### config.mk
export PLATFORM = sky130hd
export DESIGN_NAME = wake_io_ctrl
export DESIGN_NICKNAME = d
export VERILOG_FILES = /design/src/rtl/wake_io_ctrl.sv
export SDC_FILE = /design/constraint.sdc
export NUM_CORES = 1
export LEC_CHECK = 0
export ABC_AREA = 1
export BUFFER_PORTS_ARGS = -buffer_cell sky130_fd_sc_hd__buf_2
export CORE_MARGIN = 2
export CORE_UTILIZATION = 50
export DETAILED_ROUTE_END_ITERATION = 8
export GPL_ROUTABILITY_DRIVEN = 1
export PLACE_DENSITY_LB_ADDON = 0.08
export SYNTH_ARGS = -nofsm -noshare
export SYNTH_HDL_FRONTEND = slang
export SYNTH_SLANG_ARGS = --single-unit
### constraint.sdc
create_clock -name wb_clk_i -period 2.1 [get_ports wb_clk_i]
set_clock_uncertainty 0.05 [all_clocks]
set_input_delay 0.42 -clock wb_clk_i [delete_from_list [all_inputs] [get_ports wb_clk_i]]
set_output_delay 0.42 -clock wb_clk_i [all_outputs]
set_load 0.01 [all_outputs]
### src/rtl/wake_io_ctrl.sv
// Pad-side wake controller: input synchronisers, merged wake output with
// stretch/latch/toggle modes, sticky per-channel status, irq and a saturating
// event counter for firmware.
module wake_io_ctrl #(
    parameter int unsigned NUM_IN      = 2,
    parameter int unsigned SYNC_STAGES = 2,
    parameter int unsigned NUM_WAKE    = 1,
    parameter int unsigned HOLD_BW     = 16,
    parameter int unsigned CNT_BW      = 8
) (
    input  logic                wb_clk_i,
    input  logic                wb_rst_i,
    input  logic [NUM_IN-1:0]   pad_in_i,
    output logic [NUM_IN-1:0]   pad_in_sync_o,
    input  logic [NUM_WAKE-1:0] wake_i,
    input  logic [NUM_WAKE-1:0] chan_en_i,
    input  logic [1:0]          mode_i,
    input  logic [HOLD_BW-1:0]  hold_cycles_i,
    input  logic                clear_i,
    output logic                wake_o,
    output logic [NUM_WAKE-1:0] status_o,
    output logic                irq_o,
    output logic [CNT_BW-1:0]   event_cnt_o
);

    localparam logic [1:0] ModeOff     = 2'b00;
    localparam logic [1:0] ModeStretch = 2'b01;
    localparam logic [1:0] ModeLatch   = 2'b10;
    localparam logic [1:0] ModeToggle  = 2'b11;

    typedef enum logic [1:0] {StIdle, StHold, StLatch} state_e;

    logic [SYNC_STAGES-1:0][NUM_IN-1:0] sync_q;
    state_e                             state_q, state_d;
    logic [HOLD_BW-1:0]                 cnt_q, cnt_d;
    logic                               tog_q, tog_d;
    logic                               wake_q, wake_d;
    logic [1:0]                         mode_q;
    logic [NUM_WAKE-1:0]                status_q, status_d;
    logic                               irq_q;
    logic [CNT_BW-1:0]                  ev_cnt_q, ev_cnt_d;

    logic [NUM_WAKE-1:0] ev_k;
    logic                ev;
    logic                mode_chg;
    logic [HOLD_BW-1:0]  hold_load;

    assign ev_k      = wake_i & chan_en_i & {NUM_WAKE{mode_i != ModeOff}};
    assign ev        = |ev_k;
    assign mode_chg  = (mode_i != mode_q);
    // A zero stretch length behaves as one cycle.
    assign hold_load = (hold_cycles_i == '0) ? '0 : hold_cycles_i - HOLD_BW'(1);

    // Pad input synchroniser chains; stage 0 samples the raw pad.
    always_ff @(posedge wb_clk_i) begin
        if (wb_rst_i) begin
            sync_q <= '0;
        end else begin
            sync_q <= {sync_q[SYNC_STAGES-2:0], pad_in_i};
        end
    end

    // Wake FSM next state, hold counter, toggle flop and wake output.
    always_comb begin
        state_d = state_q;
        cnt_d   = cnt_q;
        tog_d   = tog_q;
        wake_d  = 1'b0;
        if (mode_chg || mode_i == ModeOff) begin
            // Events in a mode-change cycle still count but never drive the pad.
            state_d = StIdle;
            cnt_d   = '0;
            tog_d   = 1'b0;
        end else begin
            unique case (state_q)
                StIdle: begin
                    if (mode_i == ModeStretch && ev) begin
                        state_d = StHold;
                        cnt_d   = hold_load;
                        wake_d  = 1'b1;
                    end else if (mode_i == ModeLatch && ev) begin
                        state_d = StLatch;
                        wake_d  = 1'b1;
                    end else if (mode_i == ModeToggle) begin
                        if (ev) begin
                            tog_d = clear_i ? 1'b1 : ~tog_q;
                        end else if (clear_i) begin
                            tog_d = 1'b0;
                        end
                        wake_d = tog_d;
                    end
                end
                StHold: begin
                    if (ev) begin
                        cnt_d  = hold_load;
                        wake_d = 1'b1;
                    end else if (cnt_q == '0) begin
                        state_d = StIdle;
                    end else begin
                        cnt_d  = cnt_q - HOLD_BW'(1);
                        wake_d = 1'b1;
                    end
                end
                StLatch: begin
                    if (clear_i && !ev) begin
                        state_d = StIdle;
                    end else begin
                        wake_d = 1'b1;
                    end
                end
                default: state_d = StIdle;
            endcase
        end
    end

    // Sticky status (set beats clear) and saturating event counter.
    always_comb begin
        status_d = (clear_i ? '0 : status_q) | ev_k;
        ev_cnt_d = ev_cnt_q;
        if (clear_i) begin
            ev_cnt_d = ev ? CNT_BW'(1) : '0;
        end else if (ev && ev_cnt_q != '1) begin
            ev_cnt_d = ev_cnt_q + CNT_BW'(1);
        end
    end

    // State registers for FSM, status, irq and counter.
    always_ff @(posedge wb_clk_i) begin
        if (wb_rst_i) begin
            state_q  <= StIdle;
            cnt_q    <= '0;
            tog_q    <= 1'b0;
            wake_q   <= 1'b0;
            mode_q   <= ModeOff;
            status_q <= '0;
            irq_q    <= 1'b0;
            ev_cnt_q <= '0;
        end else begin
            state_q  <= state_d;
            cnt_q    <= cnt_d;
            tog_q    <= tog_d;
            wake_q   <= wake_d;
            mode_q   <= mode_i;
            status_q <= status_d;
            irq_q    <= |status_q;
            ev_cnt_q <= ev_cnt_d;
        end
    end

    assign pad_in_sync_o = sync_q[SYNC_STAGES-1];
    assign wake_o        = wake_q;
    assign status_o      = status_q;
    assign irq_o         = irq_q;
    assign event_cnt_o   = ev_cnt_q;

endmodule
## After elaboration in Yosys (flattened, before gate mapping)

Index checks and enable logic that the tools add are counted.

| storage, ports and cells | value |
|---|---|
| flip-flop bits (word level) | 36 |
| latch bits | 0 |
| RAM bits | 0 |
| memory bits (read-only) | 0 |
| input port bits | 25 |
| output and inout port bits | 13 |
| word-level logic and storage cells | 74 |
| memories | 0 |

| operators by class | value |
|---|---|
| add/sub/neg operators | 3 |
| $mul | 0 |
| divide/modulo/power cells | 0 |
| order comparisons | 0 |
| equal/unequal tests | 13 |
| shift operators | 0 |
| mux-type cells | 25 |
| bitwise gates (word level) | 6 |
| reductions and logical operators | 17 |

Operators by type and width:

| kind | count |
|---|---|
| $mux W16 | 4 |
| $logic_not A16 Y1 | 2 |
| $pmux W16 S2 | 1 |
| $sub A16 B1 Y16 const B | 2 |
| $mux W8 | 2 |
| $mux W1 | 11 |
| $mux W2 | 5 |
| $add A8 B1 Y8 const B | 1 |
| $ne A2 B2 Y1 const B | 4 |
| $ne A8 B8 Y1 const B | 1 |
| $reduce_and A4 Y1 | 2 |
| $eq A2 B2 Y1 const B | 3 |
| $ne A3 B3 Y1 const B | 2 |
| $pmux W2 S3 | 1 |
| $reduce_bool A2 Y1 | 3 |
| $eq A2 B1 Y1 const B | 2 |
| $logic_and A1 B1 Y1 | 4 |
| $logic_not A2 Y1 | 2 |
| $not A1 Y1 | 3 |
| $pmux W1 S3 | 1 |
| $reduce_and A3 Y1 | 1 |
| $and A1 B1 Y1 | 2 |
| $ne A2 B2 Y1 | 1 |
| $reduce_or A2 Y1 | 1 |
| other kinds (3) | 3 |

## Logic depth before layout (Yosys ltp)

Gate-level depths: netlist of the first run.

| logic depth | value |
|---|---|
| word-level depth | 7 |
| depth in mapped cells | 11 |
| gate-level depth less buffers | 11 |

## Worst setup path after synthesis of the first run

OpenSTA, ideal clock, no wires.

| path | value |
|---|---|
| kind | input to register |
| start | in hold_cycles_i[0] |
| end | reg cnt_q[10] |
| library setup time | 110 ps |
| arrival | 1470 ps |
| data required time | 1940 ps |
| setup slack | 470 ps |
| stages | 11 |
| buffers on the path | 0 |
| path through | inv_1 -> ha_1 -> nand3_1 -> nor2_1 -> nand3b_1 -> nand2_4 -> inv_2 -> nand2_1 -> nand3_1 -> nand3_1 -> inv_1 |

| on the way | value |
|---|---|
| cells in the longest elaborated chain, start to end | 4 |
| elaborated cells between the ends (all ways) | 6 |
| those cells by class | 1 x add/sub; 4 x mux; 1 x reduce/logical |

Ends and longest elaborated chain:

| item | RTL line | RTL |
|---|---|---|
| start: declaration | 18 | `input logic [HOLD_BW-1:0] hold_cycles_i,` |
| $sub A16 B1 Y16 / $logic_not A16 Y1 (equally long branches) | 52 | `assign hold_load = (hold_cycles_i == '0) ? '0 : hold_cycles_i - HOLD_BW'(1);` |
| $mux W16 * | 52 |  |
| $mux W16, on equally long branches | 94, 77 |  |
| $pmux W16 S2 * | 75 | `unique case (state_q)` |
| end signal: assignment | 140 | `cnt_q <= cnt_d;` |
| end: declaration | 35 | `logic [HOLD_BW-1:0] cnt_q, cnt_d;` |

Every way passes the cells marked *; elsewhere a longest branch is shown, timed or not. The select of a mux whose other input is x is not followed.
A chain may end at the register's enable or synchronous reset.

## Worst setup path after layout of the first run

| path | value |
|---|---|
| start | reg ev_cnt_q[1] (netlist: event_cnt_o[1]) |
| end | reg ev_cnt_q[2] (netlist: event_cnt_o[2]) |

| on the way | value |
|---|---|
| cells in the longest elaborated chain, start to end | 3 |
| elaborated cells between the ends (all ways) | 6 |
| those cells by class | 1 x add/sub; 1 x eq/ne; 2 x mux; 2 x reduce/logical |

Ends and longest elaborated chain:

| item | RTL line | RTL |
|---|---|---|
| start: declaration | 41 | `logic [CNT_BW-1:0] ev_cnt_q, ev_cnt_d;` |
| start signal: assignment | 146 | `ev_cnt_q <= ev_cnt_d;` |
| $add A8 B1 Y8 / $ne A8 B8 Y1 (equally long branches) | 123, 122 |  |
| $mux W8 / $logic_and A1 B1 Y1 (equally long branches) | 122 | `end else if (ev && ev_cnt_q != '1) begin` |
| $mux W8 / $reduce_bool A2 Y1 (equally long branches) | - |  |

Several ways; a longest one is shown, not always the timed one. The select of a mux whose other input is x is not followed.

==> impl_results.md, run 1 <==
* Outcome: finished, final reports clean
* Final Critical Period at between 1500 and 2000 ps
* PostCTS Resize Cnt at 0
* TNS Setup at 0 ps
* Total power at roughly 1.4 mW
* Clk buf depth at 2
* Later-pin clock latency in the skew report at slightly below 300 ps
* RSZ-0062 raised after global routing: no
* Final Hold Fails at 0
* Area growth syn-to-layout at 12.8%
* Flops & latches, synth at 36
* Vias in the first global route at roughly 2300
* Post-synthesis sequential area ratio at 0.285
* Slew Viols, Final at 0
* Nets at ~470
* Core area at roughly 0.0048 sq mm
* Final setup violation count at 0
* Worst EP arrival at ~1800 ps
* Final core utilization at 0.596
* Pin count of the biggest net entering global routing at 16
* DR WL/cell at between 10 and 15 microns
* Post-Syn Nets at between 400 and 500
* # rows at 25
* Min-delay src: pad_in_i[0]
* Iteration-0 DRC Markers at 157
* Clock root buffer: clkbuf_8
* ANT nets after route at 0
* Worst-case hold path end point: sync_q[0]
* Syn Inst Count at 400
* Multi-input gate area at ~0.0015 sq mm
* Final WL at between 5000 and 6000 microns
* Die width at 75.1 microns
* Num ports at 38
* Min-Delay Path Class: in2reg
* Post-DP Area at approximately 0.0028 sq mm
* Pwr/cell area at 493 mW/mm^2
* H-tree levels at 2
* Number of diodes at 0
* Worst-path fanout max at 7
* Tot GR Track Use at 0.235
* Syn avg cell area at around 6.3 sq um
* Slew @ Worst Pin at 322 ps
* # DRC at 0
* Yosys warns at 0
* Die area at around 0.0056 sq mm
* Initial Utilization at 0.528
* Most frequent cells in the layout: nand2_1, nor2_1, inv_1
* CP endpoint kind: register
* Max VDD drop at ~0.26 mV
* Layout cell share with drive strength beyond 1 at 0.193
* FF+latch area at slightly above 700 sq um
* Post-CTS setup buffers at 0
* LEAKAGE at around 1.4 nW
* GPL Wtd Cong at roughly 0.86
* Port bufs at 37
* Reg-to-reg endpoint: event_cnt_o[2]
* Initial antenna violation count at 0
* First-pass GRT wire length at between 10000 and 15000 microns
* Max Cap Viol at 0
* HPWL Detailed at around 4400 microns
* Critical path class: reg2reg
* Reg2Reg Depth at 8
* Hold-fix buffers, CTS at 0
* Via count at 2498
* Die Height at about 75 microns
* # fillers at 475
* CTS tree: yes
* Reg clk slew, reported paths at 70 ps
* Vias/cell at about 5
* Predominant post-synthesis flop cell: dfxtp_1
* Netlist Area Pre-Place at about 0.0025 sq mm
* Async SR Flop Fraction at 0
* Final period utilization at 0.803
* Fmax at around 590 MHz
* Number of flops mapped to enable cells by yosys at 0
* Crit start category: register
* Commonest non-fill, non-tap cell in the layout: nand2_1
* WP data required at between 2000 and 2500 ps
* Reg-to-reg startpoint: event_cnt_o[1]
* Drt pass-1 iters at 4
* Reg2Reg Setup Slack at 410 ps
* Clk sinks at 36
* CTS buffer count at 5
* Cell variety after synth at 41
* Global route overflow at 0
* Hold path depth at 3
* Fin area at ~0.0029 sq mm
* Max-slew headroom at 0.785
[critical path, cell delays in order (launching register included)]
cell	delay, ps
dfxtp_1	400
ha_1	220
nand2_1	140
nor2_4	170
a31oi_4	150
nor2_4	220
inv_4	70
a21oi_1	120
nor2_1	50
[through the flow]
step | worst slack [ps] | hold WS (ps) | cells
6_report | 413 | 277 | 508
5_1_grt | 188 | 274 | 508
4_1_cts | 413 | 270 | 508
3_5_place_dp | 138 | 345 | 500
3_3_place_gp | 240 | 340 | 500
2_1_floorplan | 470 | 338 | 400
[where the power goes]
group	total (mW)	internal, mW	switching (mW)
combinational	0.212	0.0782	0.134
clock	0.494	0.231	0.263
sequential	0.700	0.694	0.00607
[cells in the mapped netlist, types with 2 or more instances]
library cell / number / area share
xor2_1: 7 / 0.024
ha_1: 4 / 0.020
inv_2: 4 / 0.0059
o22ai_1: 3 / 0.0074
xnor2_1: 5 / 0.017
a21oi_2: 3 / 0.010
buf_2: 2 / 0.0040
dfxtp_1: 36 / 0.29
nor2_4: 5 / 0.022
buf_4: 2 / 0.0059
nor2_2: 9 / 0.022
nand3b_1: 3 / 0.0089
inv_1: 49 / 0.073
nor2_1: 65 / 0.096
nand2_2: 3 / 0.0074
nand3_2: 2 / 0.0079
a21oi_1: 17 / 0.034
buf_6: 3 / 0.013
nand3_1: 21 / 0.042
nand4_1: 8 / 0.020
o21ai_1: 10 / 0.020
o21ai_0: 13 / 0.026
nand2_1: 107 / 0.16
inv_4: 2 / 0.0049
[state kept, by name, indices dropped and copies added (netlist names)]
signal,flops
pad_in_sync_o,2
wake_o,1
sync_q,2
status_o,1
tog_q,1
event_cnt_o,8
irq_o,1
cnt_q,16
state_q,2
mode_q,2
[worst max-delay path by stage]
stage                     startpoint              to  slack [ps]  depth (start not counted)
finish                event_cnt_o[1]  event_cnt_o[2]         410                          8
global route        hold_cycles_i[0]       cnt_q[10]         190                         12
CTS                   event_cnt_o[1]  event_cnt_o[2]         410                          8
detailed placement  hold_cycles_i[0]       cnt_q[10]         140                         12
global placement    hold_cycles_i[0]       cnt_q[10]         240                         12
floorplan           hold_cycles_i[0]       cnt_q[10]         470                         11
[area by class of cell]
type,count,area share
Clock buffer,5,0.0241
Clock inverter,3,0.00658
Inverter,55,0.0741
Multi-Input combinational cell,301,0.538
Sequential cell,36,0.253
Tap cell,67,0.0294
Timing Repair Buffer,41,0.0754
[routing by layer]
layer	share of wire	wire length, microns	GRT usage
met1	0.54	3080	0.359
met5	0	0	0
met2	0.40	2310	0.335
met3	0.048	277	0.0402
met4	0.011	65	0.0694
[kinds of logic (layout without fill, tap and decap cells)]
family / Yosys count / count (layout) / synth area share
AO/OA/AOI/OAI: 54 / 54 / 0.129
XOR/XNOR: 12 / 12 / 0.0416
adder cells (fa/ha/maj): 4 / 4 / 0.0198
buffers and inverters: 63 / 104 / 0.108
flip-flops: 36 / 36 / 0.285
AND/OR/NAND/NOR: 231 / 231 / 0.417
Note: power is estimated with default switching activity, not from simulation.
==> run 2: changes to the inputs <==
- clock period: 2.1 -> 1.7 ns (I/O delays scaled with it)
==> run 2 against run 1 <==
Effect of this change:
- combinational power up 32%
- total power up 36%
- critical endpoint is now event_cnt_o[0]
- largest cell class unchanged
- worst setup slack worse by 340 ps
- highest routed layer unchanged
- largest power group unchanged
==> impl_results.md, run 2 (synthesis gave the netlist of run 1 again) <==
* CTS buffer count at 5
* Commonest non-fill, non-tap cell in the layout: nand2_1
* Final setup violation count at 0
* Setup crit start: event_cnt_o[0]
* Final WL at between 6000 and 7000 microns
* Fmax at roughly 610 MHz
* Via count at about 2600
* Iteration-0 DRC Markers at ~140
* Top reg by flops: cnt_q
* Global route overflow at 0
* Crit start category: register
* Clk sinks at 36
* Total power at between 1.5 and 2 mW
* Reg-to-reg startpoint: event_cnt_o[0]
* Core area at 0.00479 sq mm
* ANT nets after route at 0
* Min-Delay Path Class: in2reg
* Highest routed layer: met4
* Outcome: finished, final reports clean
* DR WL/cell at between 10 and 15 microns
* Final core utilization at 0.630
* Reg2Reg Depth at 8
* Slew Viols, Final at 0
* Most frequent cells in the layout: nand2_1, nor2_1, inv_1
* # fillers at around 470
* Reg clk slew, reported paths at 70 ps
* LEAKAGE at between 1 and 1.5 nW
* Vias in the first global route at around 2200
* Worst-path fanout max at 7
* RSZ-0062 raised after global routing: no
* Num ports at 38
* CTS tree: yes
* Area growth syn-to-layout at 19.2%
* Max Cap Viol at 0
* Reg2Reg Setup Slack at approximately 68 ps
* Final worst setup slack at between 60 and 70 ps
* Met3 WL at around 250 microns
* Routed met2 length at around 2500 microns
* HPWL Detailed at 4600 microns
* Max VDD drop at roughly 0.38 mV
* First-pass GRT wire length at between 10000 and 15000 microns
* Vias/cell at between 4 and 5
* Number of diodes at 0
* Final Critical Period at roughly 1600 ps
* Worst EP arrival at 1780 ps
* Clk buf depth at 2
* Post-DP Area at 0.00288 sq mm
* Die width at between 70 and 80 microns
* Reg-to-reg endpoint: event_cnt_o[0]
* DRT met1 WL at approximately 3200 microns
* Tot GR Track Use at 0.233
* Clock root buffer: clkbuf_8
* Layout cell share with drive strength beyond 1 at 0.228
* CP endpoint kind: register
* Final period utilization at 0.960
* TNS Setup at 0 ps
* Die area at 0.00564 sq mm
* Slew @ Worst Pin at ~270 ps
* Initial Utilization at 0.528
* Critical path class: reg2reg
* Pin count of the biggest net entering global routing at 16
* # DRC at 0
* Drt pass-1 iters at 4
* Fin area at just over 0.003 sq mm
* # rows at 25
* Die Height at roughly 75 microns
* Final Hold Fails at 0
* Nets at around 480
* Crit path to: event_cnt_o[0]
* Later-pin clock latency in the skew report at ~300 ps
* WP data required at 1850 ps
* Max FFs per register at 16
* GPL Wtd Cong at 0.855
* Initial antenna violation count at 0
* Max-slew headroom at 0.821
* H-tree levels at 2
* Pwr/cell area at around 630 mW/mm^2
* Port bufs at 37
* Setup slack at placement at -59.9 ps
==> run 2: cell count changes in the layout (fill, tap and decap cells not counted), sizes merged <==
cell / previous run / this run
buf: 41 / 56
clkinv: 3 / 1
clkbuf: 5 / 6
bufinv: 0 / 1
==> run 2: final cells by class <==
class,instances,area [sq um],area share
sequential,36,721,0.239
clock inverter,2,35.0,0.0116
clock buffer,6,72.6,0.0241
multi-input combinational,301,1550,0.515
timing repair buffer,56,340,0.113
tap,67,83.8,0.0278
inverter,55,211,0.0701
==> run 2: report_power, final <==
group	total, mW	leakage, nW	internal, mW	switching (mW)
clock network	0.768	0.0552	0.436	0.333
registers	0.864	0.292	0.857	0.00697
logic	0.280	1.14	0.111	0.169
total	1.91	1.49	1.40	0.509
==> run 2: metrics by stage <==
stage	instances	hold slack [ps]
floorplan	400	338
global placement	513	341
detailed placement	513	344
CTS	521	191
global route	523	208
finish	523	190
==> run 2: timing repair <==
action | 4_1_cts | 5_1_grt
gates resized for setup | 0 | 6
setup buffers | 0 | 2
hold buffers | 0 | 0
hold endpoints to repair | 0 | 0
endpoints found under the setup margin | 0 | 12
==> run 2: worst min path at each step <==
stage                startpoint               end  slack, ps  depth (start not counted)
floorplan             sync_q[0]  pad_in_sync_o[0]        340                          2
global placement      sync_q[1]  pad_in_sync_o[1]        340                          2
detailed placement    sync_q[1]  pad_in_sync_o[1]        340                          2
CTS                 pad_in_i[1]         sync_q[1]        190                          3
global route        pad_in_i[1]         sync_q[1]        210                          3
finish              pad_in_i[1]         sync_q[1]        190                          3
==> run 2: worst max-delay path: stages (launching register included) <==
cell and delay [ps]:
dfxtp_1 350, ha_2 230, nand2_2 100, nor2_4 170
a31oi_4 140, nor2_4 250, inv_4 70, nor2_1 120
nor2_1 60
==> run 2: routing by layer <==
layer | track usage | up-vias
met4 | 0.0774 | 0
met5 | 0 | -
met1 | 0.352 | 1148
met3 | 0.0402 | 6
met2 | 0.333 | 56
li1 | - | 1373
==> run 3: changes to the inputs <==
- RECOVER_POWER: unset -> 100
- SLEW_MARGIN: unset -> 40
- TNS_END_PERCENT: unset -> 100
==> run 3 against run 2 <==
Effect of this change:
- sequential cell count is the same
- combinational power decreased by 2%
- critical path depth unchanged
- via count is essentially flat
- sequential power hardly changed
- sequential share of layout area grew 0.25 points
- worst hold slack hardly changed
- wire length grew 0.45%
- cell count stayed put
- register-to-register slack about the same
- core utilization shrank 0.65 points
==> impl_results.md, run 3 (synthesis gave the netlist of run 1 again) <==
* Nets at just under 500
* Outcome: finished, final reports clean
* Global route overflow at 0
* Max FFs per register at 16
* CP endpoint kind: register
* Reg2Reg Setup Slack at roughly 70 ps
* Pwr/cell area at 640 mW/mm^2
* Most frequent cells in the layout: nand2_1, nor2_1, inv_1
* Tot GR Track Use at 0.233
* Worst EP arrival at roughly 1800 ps
* Clk buf depth at 2
* Port bufs at 37
* Die Height at approximately 75 microns
* HPWL Detailed at 4600 microns
* DR WL/cell at about 12 microns
* GPL Wtd Cong at 0.855
* Clock root buffer: clkbuf_8
* Max VDD drop at around 0.38 mV
* Final worst setup slack at around 70 ps
* Setup slack at placement at -59.9 ps
* Die width at roughly 75 microns
* Layout cell share with drive strength beyond 1 at 0.193
* Max-slew headroom at 0.541
* Later-pin clock latency in the skew report at around 300 ps
* CTS tree: yes
* Max Cap Viol at 0
* Final WL at roughly 6000 microns
* Slew Viols, Final at 0
* Crit start category: register
* WP data required at around 1800 ps
* Critical path class: reg2reg
* RSZ-0062 raised after global routing: no
* Clk sinks at 36
* Top reg by flops: cnt_q
* TNS Setup at 0 ps
* Final Critical Period at approximately 1600 ps
* Vias/cell at about 5
* Initial antenna violation count at 0
* Core area at between 0.004 and 0.005 sq mm
* Pin count of the biggest net entering global routing at 16
* # fillers at 477
* # rows at 25
* Iteration-0 DRC Markers at roughly 180
* H-tree levels at 2
* Area growth syn-to-layout at 18.0%
* Final period utilization at 0.959
* Final std cells w/o fill at between 500 and 600
* CTS buffer count at 5
* LEAKAGE at ~1.4 nW
* First-pass GRT wire length at 10100 microns
* Hold-fix buffers, CTS at 0
* Commonest non-fill, non-tap cell in the layout: nand2_1
* Slew @ Worst Pin at roughly 700 ps
* ANT nets after route at 0
* Vias in the first global route at roughly 2200
* Via count at about 2600
* Final Hold Fails at 0
* Fmax at 613 MHz
* Drt pass-1 iters at 4
* Initial Utilization at 0.528
* Total power at about 1.9 mW
* Final core utilization at 0.624
* Num ports at 38
* Number of diodes at 0
* # DRC at 0
* Reg clk slew, reported paths at 70 ps
* Min-Delay Path Class: in2reg
* Die area at 0.00564 sq mm
* Final setup violation count at 0
* Worst-path fanout max at 7
* Placed Cells at 513
==> run 3: cell types whose count changed in the layout (fill, tap and decap cells not counted) <==
cell      previous run  this run
clkbuf_1             1        16
buf_2               37        25
buf_4               18        15
o21ai_0             13        16
o21ai_1             10         7
nand3_1             21        22
nand3_2              2         1
==> run 3: final timing paths <==
path                      end            from  cells after the start
max            event_cnt_o[0]  event_cnt_o[0]                      8
max reg2reg    event_cnt_o[0]  event_cnt_o[0]                      8
min reg2reg  pad_in_sync_o[1]       sync_q[1]                      2
min                 sync_q[1]     pad_in_i[1]                      3
==> run 3: through the flow <==
step | instance area [sq um] | hold WS (ps)
after floorplan | 2530 | 338
after global placement | 2880 | 341
after detailed placement | 2880 | 344
after CTS | 2980 | 191
after global routing | 2980 | 208
final | 2980 | 190
==> run 3: power breakdown <==
part	leakage (nW)	switching, mW	internal (mW)	total [mW]
sequential	0.292	0.00688	0.857	0.864
clock	0.0552	0.336	0.436	0.771
combinational	1.07	0.168	0.106	0.274
total	1.42	0.511	1.40	1.91
==> run 3: routing by layer <==
| metal | vias to the layer above | GRT usage | wire length (microns) |
|---|---|---|---|
| li1 | 1373 | - | - |
| met1 | 1143 | 0.352 | 3070 |
| met2 | 60 | 0.333 | 2570 |
| met3 | 6 | 0.0402 | 303 |
| met4 | 0 | 0.0774 | 88 |
| met5 | - | 0 | 0 |
==> run 3: timing repair <==
item	CTS	global route
gates resized for setup	0	6
endpoints found under the setup margin	0	12
setup buffers	0	2
==> run 3: area by class of cell <==
type | instances | area, sq um | area share
flip-flops and latches | 36 | 721 | 0.242
well taps | 67 | 83.8 | 0.0281
repair buffers | 56 | 314 | 0.105
clock inverters | 2 | 35.0 | 0.0117
inverters | 55 | 211 | 0.0709
clock buffers | 6 | 72.6 | 0.0243
multi-input cells | 301 | 1550 | 0.518
==> run 3: critical path, cell delays in order (launching register included) <==
cell and delay (ps):
dfxtp_1 350, ha_2 230, nand2_2 100, nor2_4 170, a31oi_4 140, nor2_4 250
inv_4 70, nor2_1 120, nor2_1 60
